===== config.mk =====
export PLATFORM = sky130hd
export DESIGN_NAME = board_state_writer
export DESIGN_NICKNAME = d
export VERILOG_FILES = /design/src/rtl/board_state_writer.sv
export SDC_FILE = /design/constraint.sdc
export NUM_CORES = 1
export LEC_CHECK = 0
export CAP_MARGIN = 40
export CORE_MARGIN = 5
export CORE_UTILIZATION = 45
export DETAILED_ROUTE_END_ITERATION = 8
export PLACE_DENSITY = 0.75
export SYNTH_ARGS = -nofsm -noshare
export SYNTH_HDL_FRONTEND = slang
export SYNTH_SLANG_ARGS = --single-unit

===== constraint.sdc =====
create_clock -name clk -period 3.6 [get_ports clk]
set_clock_uncertainty 0.1 [all_clocks]
set_input_delay 0.72 -clock clk [delete_from_list [all_inputs] [get_ports clk]]
set_output_delay 0.72 -clock clk [all_outputs]
set_load 0.01 [all_outputs]

===== src/rtl/board_state_writer.sv =====
// board_state_writer: Connect Four game-state owner.
// Maintains the 7x6 board, cursor column, turn colour, move count and
// board-full flag from debounced single-cycle player commands.
// Optional build macro DROP_ANIM_EN: when defined, a dropped piece enters at
// the top row and descends one row every ANIM_TICKS clocks (busy is high
// meanwhile). When undefined, a piece lands on the same edge and busy is 0.
module board_state_writer #(
    parameter int START_COL  = 3,
    parameter int ANIM_TICKS = 5000000,
    parameter int CNT_W      = 23
) (
    input  logic        clk,
    input  logic        rst_n,
    input  logic        move_left,
    input  logic        move_right,
    input  logic        drop,
    input  logic        new_game,
    output logic [2:0]  A,
    output logic        player_colour,
    output logic [11:0] col1,
    output logic [11:0] col2,
    output logic [11:0] col3,
    output logic [11:0] col4,
    output logic [11:0] col5,
    output logic [11:0] col6,
    output logic [11:0] col7,
    output logic        busy,
    output logic        drop_err,
    output logic        board_full,
    output logic [5:0]  move_count
);

    localparam logic [2:0]       START_A   = 3'(START_COL);
    localparam logic [5:0]       MAX_MOVES = 6'd42;
    localparam logic [CNT_W-1:0] TICK_LAST = CNT_W'(ANIM_TICKS - 1);

    typedef enum logic [1:0] {
        IDLE = 2'd0,
`ifdef DROP_ANIM_EN
        ANIM = 2'd1,
`endif
        OVER = 2'd2
    } state_t;

    // Lowest empty row of a column (only meaningful when the column is not full).
    function automatic logic [2:0] f_target_row(input logic [11:0] col);
        logic [2:0] row;
        row = 3'd0;
        for (int i = 5; i >= 0; i--) begin
            if (col[2*i +: 2] == 2'b00) begin
                row = 3'(i);
            end else begin
                row = row;
            end
        end
        return row;
    endfunction

    state_t           r_state, w_state_nxt;
    logic [6:0][11:0] r_cols, w_cols_nxt;
    logic [2:0]       r_a, w_a_nxt;
    logic             r_player, w_player_nxt;
    logic [5:0]       r_move_count, w_count_nxt;
    logic             r_board_full, w_full_nxt;
    logic             r_drop_err, w_drop_err_nxt;

    logic [11:0]      w_cur_col;
    logic             w_col_full;
    logic [2:0]       w_tgt_row;
    logic [1:0]       w_cell;
    logic [5:0]       w_count_inc;

    assign w_cur_col   = r_cols[r_a];
    assign w_col_full  = |w_cur_col[11:10];
    assign w_tgt_row   = f_target_row(w_cur_col);
    assign w_cell      = {r_player, ~r_player};
    assign w_count_inc = r_move_count + 6'd1;

`ifdef DROP_ANIM_EN
    logic             r_busy, w_busy_nxt;
    logic [CNT_W-1:0] r_tick, w_tick_nxt;
    logic [2:0]       r_anim_col, w_anim_col_nxt;
    logic [2:0]       r_anim_row, w_anim_row_nxt;
    logic [2:0]       r_anim_tgt, w_anim_tgt_nxt;
    logic [2:0]       w_row_below;

    assign w_row_below = r_anim_row - 3'd1;
`else
    logic w_unused_tick;
    assign w_unused_tick = ^TICK_LAST;
`endif

    // Next-state logic: command priority new_game > drop > cursor moves.
    always_comb begin
        w_state_nxt    = r_state;
        w_cols_nxt     = r_cols;
        w_a_nxt        = r_a;
        w_player_nxt   = r_player;
        w_count_nxt    = r_move_count;
        w_full_nxt     = r_board_full;
        w_drop_err_nxt = 1'b0;
`ifdef DROP_ANIM_EN
        w_busy_nxt     = r_busy;
        w_tick_nxt     = r_tick;
        w_anim_col_nxt = r_anim_col;
        w_anim_row_nxt = r_anim_row;
        w_anim_tgt_nxt = r_anim_tgt;
`endif
        if (new_game) begin
            w_state_nxt  = IDLE;
            w_cols_nxt   = '0;
            w_a_nxt      = START_A;
            w_player_nxt = 1'b0;
            w_count_nxt  = 6'd0;
            w_full_nxt   = 1'b0;
`ifdef DROP_ANIM_EN
            w_busy_nxt   = 1'b0;
            w_tick_nxt   = '0;
`endif
        end else begin
            case (r_state)
                IDLE: begin
                    if (drop) begin
                        if (w_col_full) begin
                            w_drop_err_nxt = 1'b1;
                        end else begin
`ifdef DROP_ANIM_EN
                            // Piece appears in the top row; the landing row is latched.
                            w_cols_nxt[r_a][11:10] = w_cell;
                            w_busy_nxt     = 1'b1;
                            w_tick_nxt     = '0;
                            w_anim_col_nxt = r_a;
                            w_anim_row_nxt = 3'd5;
                            w_anim_tgt_nxt = w_tgt_row;
                            w_state_nxt    = ANIM;
`else
                            w_cols_nxt[r_a][{w_tgt_row, 1'b0} +: 2] = w_cell;
                            w_player_nxt = ~r_player;
                            w_count_nxt  = w_count_inc;
                            if (w_count_inc == MAX_MOVES) begin
                                w_full_nxt  = 1'b1;
                                w_state_nxt = OVER;
                            end else begin
                                w_state_nxt = IDLE;
                            end
`endif
                        end
                    end else if (move_left && !move_right) begin
                        if (r_a != 3'd0) begin
                            w_a_nxt = r_a - 3'd1;
                        end else begin
                            w_a_nxt = r_a;
                        end
                    end else if (move_right && !move_left) begin
                        if (r_a != 3'd6) begin
                            w_a_nxt = r_a + 3'd1;
                        end else begin
                            w_a_nxt = r_a;
                        end
                    end else begin
                        w_a_nxt = r_a;
                    end
                end
`ifdef DROP_ANIM_EN
                ANIM: begin
                    if (r_tick == TICK_LAST) begin
                        w_tick_nxt = '0;
                        if (r_anim_row != r_anim_tgt) begin
                            // Step the piece down one row on a single edge.
                            w_cols_nxt[r_anim_col][{r_anim_row, 1'b0} +: 2]  = 2'b00;
                            w_cols_nxt[r_anim_col][{w_row_below, 1'b0} +: 2] = w_cell;
                            w_anim_row_nxt = w_row_below;
                        end else begin
                            w_anim_row_nxt = r_anim_row;
                        end
                        if ((r_anim_row == r_anim_tgt) || (w_row_below == r_anim_tgt)) begin
                            w_busy_nxt   = 1'b0;
                            w_player_nxt = ~r_player;
                            w_count_nxt  = w_count_inc;
                            if (w_count_inc == MAX_MOVES) begin
                                w_full_nxt  = 1'b1;
                                w_state_nxt = OVER;
                            end else begin
                                w_state_nxt = IDLE;
                            end
                        end else begin
                            w_state_nxt = ANIM;
                        end
                    end else begin
                        w_tick_nxt = r_tick + {{(CNT_W-1){1'b0}}, 1'b1};
                    end
                end
`endif
                OVER: begin
                    w_state_nxt = OVER;
                end
                default: begin
                    w_state_nxt = IDLE;
                end
            endcase
        end
    end

    // State and output registers with asynchronous active-low reset.
    always_ff @(posedge clk or negedge rst_n) begin
        if (!rst_n) begin
            r_state      <= IDLE;
            r_cols       <= '0;
            r_a          <= START_A;
            r_player     <= 1'b0;
            r_move_count <= 6'd0;
            r_board_full <= 1'b0;
            r_drop_err   <= 1'b0;
        end else begin
            r_state      <= w_state_nxt;
            r_cols       <= w_cols_nxt;
            r_a          <= w_a_nxt;
            r_player     <= w_player_nxt;
            r_move_count <= w_count_nxt;
            r_board_full <= w_full_nxt;
            r_drop_err   <= w_drop_err_nxt;
        end
    end

`ifdef DROP_ANIM_EN
    // Animation bookkeeping registers.
    always_ff @(posedge clk or negedge rst_n) begin
        if (!rst_n) begin
            r_busy     <= 1'b0;
            r_tick     <= '0;
            r_anim_col <= 3'd0;
            r_anim_row <= 3'd0;
            r_anim_tgt <= 3'd0;
        end else begin
            r_busy     <= w_busy_nxt;
            r_tick     <= w_tick_nxt;
            r_anim_col <= w_anim_col_nxt;
            r_anim_row <= w_anim_row_nxt;
            r_anim_tgt <= w_anim_tgt_nxt;
        end
    end

    assign busy = r_busy;
`else
    assign busy = 1'b0;
`endif

    assign A             = r_a;
    assign player_colour = r_player;
    assign move_count    = r_move_count;
    assign board_full    = r_board_full;
    assign drop_err      = r_drop_err;
    assign col1          = r_cols[0];
    assign col2          = r_cols[1];
    assign col3          = r_cols[2];
    assign col4          = r_cols[3];
    assign col5          = r_cols[4];
    assign col6          = r_cols[5];
    assign col7          = r_cols[6];

endmodule

Yosys cells after proc, flatten, opt, wreduce, memory -nomap -nowiden:

Cells that the tools add are included.

* register bits after elaboration: 98
* bits in latches: 0
* bits in writable memories: 0
* memory bits (read-only): 0
* input port bits: 6
* output and inout port bits: 97
* word-level logic and storage cells: 97
* memories kept: 0

* add/subtract/negate cells: 4
* multipliers: 0
* divide/modulo/power cells: 0
* $lt $le $gt $ge: 2
* equal/unequal tests: 8
* shift operators: 2
* mux-type cells: 44
* bitwise logic cells: 1
* reduce and logical (&&, ||, !) cells: 23

Operators by type and width (count)
* 84-bit two-way mux: 4
* 84-bit bitwise mux: 1
* 3-bit two-way mux: 13
* 12-bit binary-select mux with 3-bit select: 1
* 12-bit demux with 3-bit select: 1
* 12-bit two-way mux: 2
* 6-bit two-way mux: 4
* 2-bit logical NOT: 7
* 1-bit two-way mux: 13
* 2-bit by 6-bit variable shift with 12-bit output, first input constant: 1
* 2-bit by 6-bit indexed part select with 12-bit output: 1
* 3-bit != test, second input constant: 3
* 3-bit nonzero test: 3
* 2-bit two-way mux: 4
* 6-bit by 1-bit adder with 6-bit output, second input constant: 1
* 6-bit == test, second input constant: 1
* 4-bit negation with 6-bit output: 1
* 2-bit nonzero test: 3
* 5-bit AND reduction: 1
* 3-bit by 4-bit < comparator with 1-bit output, second input constant: 1
* 2-bit one-hot mux with 2 select lines: 1
* 4-bit AND reduction: 1
* 3-bit by 1-bit adder with 3-bit output, second input constant: 1
* 3-bit by 1-bit greater-or-equal comparator with 1-bit output, second input constant: 1
* other kinds (11): 14

Logic depth before layout (Yosys ltp):

* depth after elaboration: 18
* gate-level depth with buffers: 16
* mapped depth without buffers: 12

Worst setup path before layout:

Ideal clock, no wire load.

* path kind: register to register
* start: register r_a[0] (netlist: A[0])
* end: register r_cols, in the netlist col1[9]
* arrival time: 3.463 ns
* setup slack: -0.099 ns
* cell stages (with the launch flop): 17
* path buffers: 4
* clock period less this slack: 3.699 ns
* path through: dfstp_2 -> buf_6 -> or3_1 -> buf_6 -> o22ai_1 -> or4_1 -> o21ai_1 -> a21o_1 -> buf_2 -> ha_1 -> ha_1 -> inv_1 -> or3_1 -> or3_4 -> buf_6 -> o21ai_0 -> a21oi_1

* longest elaborated chain between the ends: 18
* elaborated cells on any way between the ends: 30
* those cells by class: add/sub (1); order compare (2); eq/ne (1); shift (2); mux (15); reduce/logical (9)

Ends and longest elaborated chain
* from (decl): line 61 `logic [2:0] r_a, w_a_nxt;`
* from (signal assigned): line 217 `r_a <= w_a_nxt;`
* 12-bit binary-select mux with 3-bit select: line 73 `assign w_cur_col = r_cols[r_a];`
* 12-bit two-way mux (implied by the code): line 73
* 2-bit logical NOT: line 50 `if (col[2*i +: 2] == 2'b00) begin`
* 3-bit two-way mux (6 in series): line 50
* 4-bit negation with 6-bit output: line 137 `w_cols_nxt[r_a][{w_tgt_row, 1'b0} +: 2] = w_cell;`
* 2-bit by 6-bit variable shift with 12-bit output: line 137
* 12-bit two-way mux (implied by the code): line 137
* 12-bit demux with 3-bit select: line 137
* 84-bit bitwise mux: line 137
* 84-bit two-way mux: line 124 `if (w_col_full) begin`
* 84-bit two-way mux: line 123 `if (drop) begin`
* 84-bit two-way mux: line 121 `case (r_state)`
* 84-bit two-way mux: line 109 `if (new_game) begin`
* to (signal assigned): line 216 `r_cols <= w_cols_nxt;`
* to (decl): line 60 `logic [6:0][11:0] r_cols, w_cols_nxt;`

Several ways; a longest one is shown, not always the timed one. The select of a mux whose other input is x is not followed.
A chain may end at the register's enable or synchronous reset.

Worst setup path after layout:

* start: register r_a[0] (netlist: A[0])
* end: register r_cols, in the netlist col4[9]

The elaborated chain is that of the path after synthesis.

==> results.json <==
{
  "synth_ff_type": "dfrtp_1",
  "cp.required_ns": 3.75,
  "yosysWarnings": 0,
  "dr.pass1.iters": 5,
  "nNetsFinal": 624,
  "synth_area_leaders": "dfrtp_1 (49%), mux2i_1 (6.4%), o2bb2ai_1 (5.2%)",
  "ys_ff_latch": 97,
  "vias_per_cell": 5.78,
  "status": "completed",
  "num_vias": 4373,
  "drv_cap": 0,
  "num-fill-cells": 920,
  "critPathLaunchType": "register",
  "grt.overflow.total": 0,
  "fmax_mhz": 279,
  "slew_violations": 0,
  "comb_power_share_pct": 16.7,
  "synth_edf_count": 0,
  "synthToLayoutAreaGrowth_pct": 33.3,
  "die_x_um": 114,
  "final_cell_mix": "clkdlybuf4s50_1 (100), dfrtp_1 (95), nor2_1 (58), nand2_1 (55), buf_4 (38)",
  "portBuffers": 101,
  "clk_path_buf_depth": 2,
  "synth.avg_cell_area_sq_um": 9.92,
  "clkSlewWorstSetupHoldPaths_ns": 0.09,
  "cts_root_buffer": "clkbuf_8",
  "path_max_fanout": 13,
  "postSynth.asyncResetShare_pct": 100,
  "rsz0062_at_grt": "true",
  "ir_worst_vdd_mv": 0.216,
  "dpl_cell_area_sq_um": 6210,
  "clockPowerShare_pct": 30.2,
  "core_sq_um": 10700,
  "synth_seq_area_share_pct": 49.8,
  "holdBufCountCts": 0,
  "cts_sinks": 97,
  "finalWeightedCongestion": 0.894,
  "syn-num-nets": 504,
  "antenna_found_initial": 0,
  "place_hpwl_mm": 10.8,
  "drive_gt1_share_pct": 15.4,
  "synth_top_area_share_pct": 48.7,
  "grt_pass1_wl_mm": 23.9,
  "drc": 0,
  "power.share.switching_pct": 29.0,
  "synth_cell_types": 56,
  "critPathKind": "reg -> reg",
  "r2r_setup_slack_ns": 0.02,
  "grt_usage_pct": 23.2,
  "fp-row-count": 38,
  "syn_inst": 492,
  "yosysTopAreaCell": "dfrtp_1",
  "crit_arrival_ns": 3.73,
  "die-area_sq_um": 13000,
  "power_switching_mw": 0.612,
  "p_leak_nw": 2.62,
  "clock_latency_ns": 0.36,
  "pin_count": 103,
  "min_path_type": "in -> async",
  "cts_made_buffers": 9,
  "drtAntennaViolNets": 0,
  "cp-startpoint": "A[0]$_DFFE_PN1P_",
  "fin_area_sq_um": 6510,
  "cts_tree": "built",
  "relSlewSlack_pct": 59.3,
  "synthesis.area_sq_um": 4880,
  "drt_iter0_markers": 344,
  "r2r_start": "A[0]$_DFFE_PN1P_",
  "htree_levels": 3,
  "seq_power_share_pct": 53.1,
  "setup_viol": 0,
  "wire_per_inst_um": 19.6,
  "utilization_pct": 60.5,
  "cp-end-kind": "register",
  "final_common_cell": "clkdlybuf4s50_1",
  "period_share_pct": 99.4,
  "routed_wl_mm": 14.8,
  "grt_max_degree": 98,
  "tightest_slew_ns": 0.610,
  "finalHoldViolCount": 0,
  "power_density_nw_per_um2": 325,
  "n_antenna_cell": 0,
  "grt_pass1_vias": 4549,
  "intPower_mw": 1.50,
  "die_h_um": 114,
  "initial_core_util_pct": 45.4,
  "min_period_ns": 3.58
}
## per-layer routing
metal | track usage [%] | part of all wire, % | vias to the layer above | wire length (um)
met2 | 36.1 | 48 | 192 | 7030
met3 | 4.55 | 6.4 | 31 | 939
li1 | - | - | 1998 | -
met1 | 32.6 | 44 | 2152 | 6480
met4 | 8.23 | 2.2 | 0 | 328
met5 | 0 | 0 | - | 0
## area by class of cell
cell class	count	area [sq um]	area share, %
Timing Repair Buffer	143	1360	20.9
Multi-Input combinational cell	351	2330	35.9
Sequential cell	97	2430	37.3
Clock buffer	10	138	2.12
Inverter	10	37.5	0.577
Tap cell	140	175	2.69
Clock inverter	5	32.5	0.500
## worst paths after layout
| check | to | cells after the start |
|---|---|---|
| max | col4[9]$_DFFE_PN0P_ | 15 |
| min | col5[0]$_DFFE_PN0P_ | 2 |
| max reg2reg | col4[9]$_DFFE_PN0P_ | 15 |
| min reg2reg | col7[1]$_DFFE_PN0P_ | 1 |
| max in group asynchronous | col4[3]$_DFFE_PN0P_ | 2 |
| min in group clk | col7[1]$_DFFE_PN0P_ | 1 |
## what timing repair did
action	in CTS	in global routing
resized for setup	7	19
setup buffers	0	4
pin swaps	0	2
endpoints found under the setup margin	43	71
## power by group through the flow
stage	sequential [mW]	combinational [mW]	clock [mW]
final	1.12	0.353	0.638
after global routing	1.12	0.382	0.694
after CTS	1.12	0.334	0.648
after detailed placement	1.14	0.328	0
after global placement	1.14	0.326	0
after floorplan	1.14	0.180	0
## cells in the mapped netlist (4+ instances only)
cell,number
a31o_2,5
inv_1,10
o2bb2ai_1,29
nor2_1,60
o21a_1,5
dfrtp_1,95
mux2i_1,31
xnor2_1,4
ha_1,5
buf_2,10
nand2b_1,7
o21ai_0,12
nor3_1,29
a21oi_1,11
xor2_1,4
nand2_1,55
o211a_1,5
o22ai_1,12
clkbuf_1,19
nand3_1,11
a31o_1,4
a211oi_1,5
## cells by family after synthesis
group                    count (synthesis)  share of synthesized area, %
AND/OR/NAND/NOR                        195                          18.9
AO/OA/AOI/OAI                          110                          17.4
flip-flops                              97                          49.8
buffers and inverters                   44                          4.26
multiplexers                            31                          6.36
XOR/XNOR                                 8                          1.44
adder cells (fa/ha/maj)                  6                          1.69
other                                    1                        0.0768
## registers in the layout (all words and copies together) (netlist names), 3 cells and up
name        cells
col3           12
col6           12
col5           12
col2           12
col1           12
A               3
col7           12
move_count      6
col4           12
## per-stage QoR
step | hold slack [ns] | setup TNS, ns | instances | setup slack [ns] | power (mW)
floorplan | 0.324 | 0 | 492 | 0.00278 | 1.32
global placement | 0.386 | -6.27 | 737 | -0.226 | 1.47
detailed placement | 0.396 | -4.57 | 737 | -0.185 | 1.47
CTS | 0.326 | 0 | 752 | 0.000654 | 2.10
global route | 0.335 | -1.86 | 756 | -0.131 | 2.20
finish | 0.310 | 0 | 756 | 0.0219 | 2.11
## worst max-delay path: stages, from the launching register on
cell and delay, ns:
dfstp_2 0.60, buf_12 0.15, nor3_1 0.07, a2111oi_2 0.44
or4_4 0.23, nor2b_1 0.19, nand2_1 0.08, ha_2 0.21
ha_4 0.27, inv_1 0.06, or3_1 0.32, buf_4 0.15
nor3_4 0.15, buf_6 0.14, nand2_1 0.08, a31o_1 0.23
Note: power is estimated with default switching activity, not from simulation.
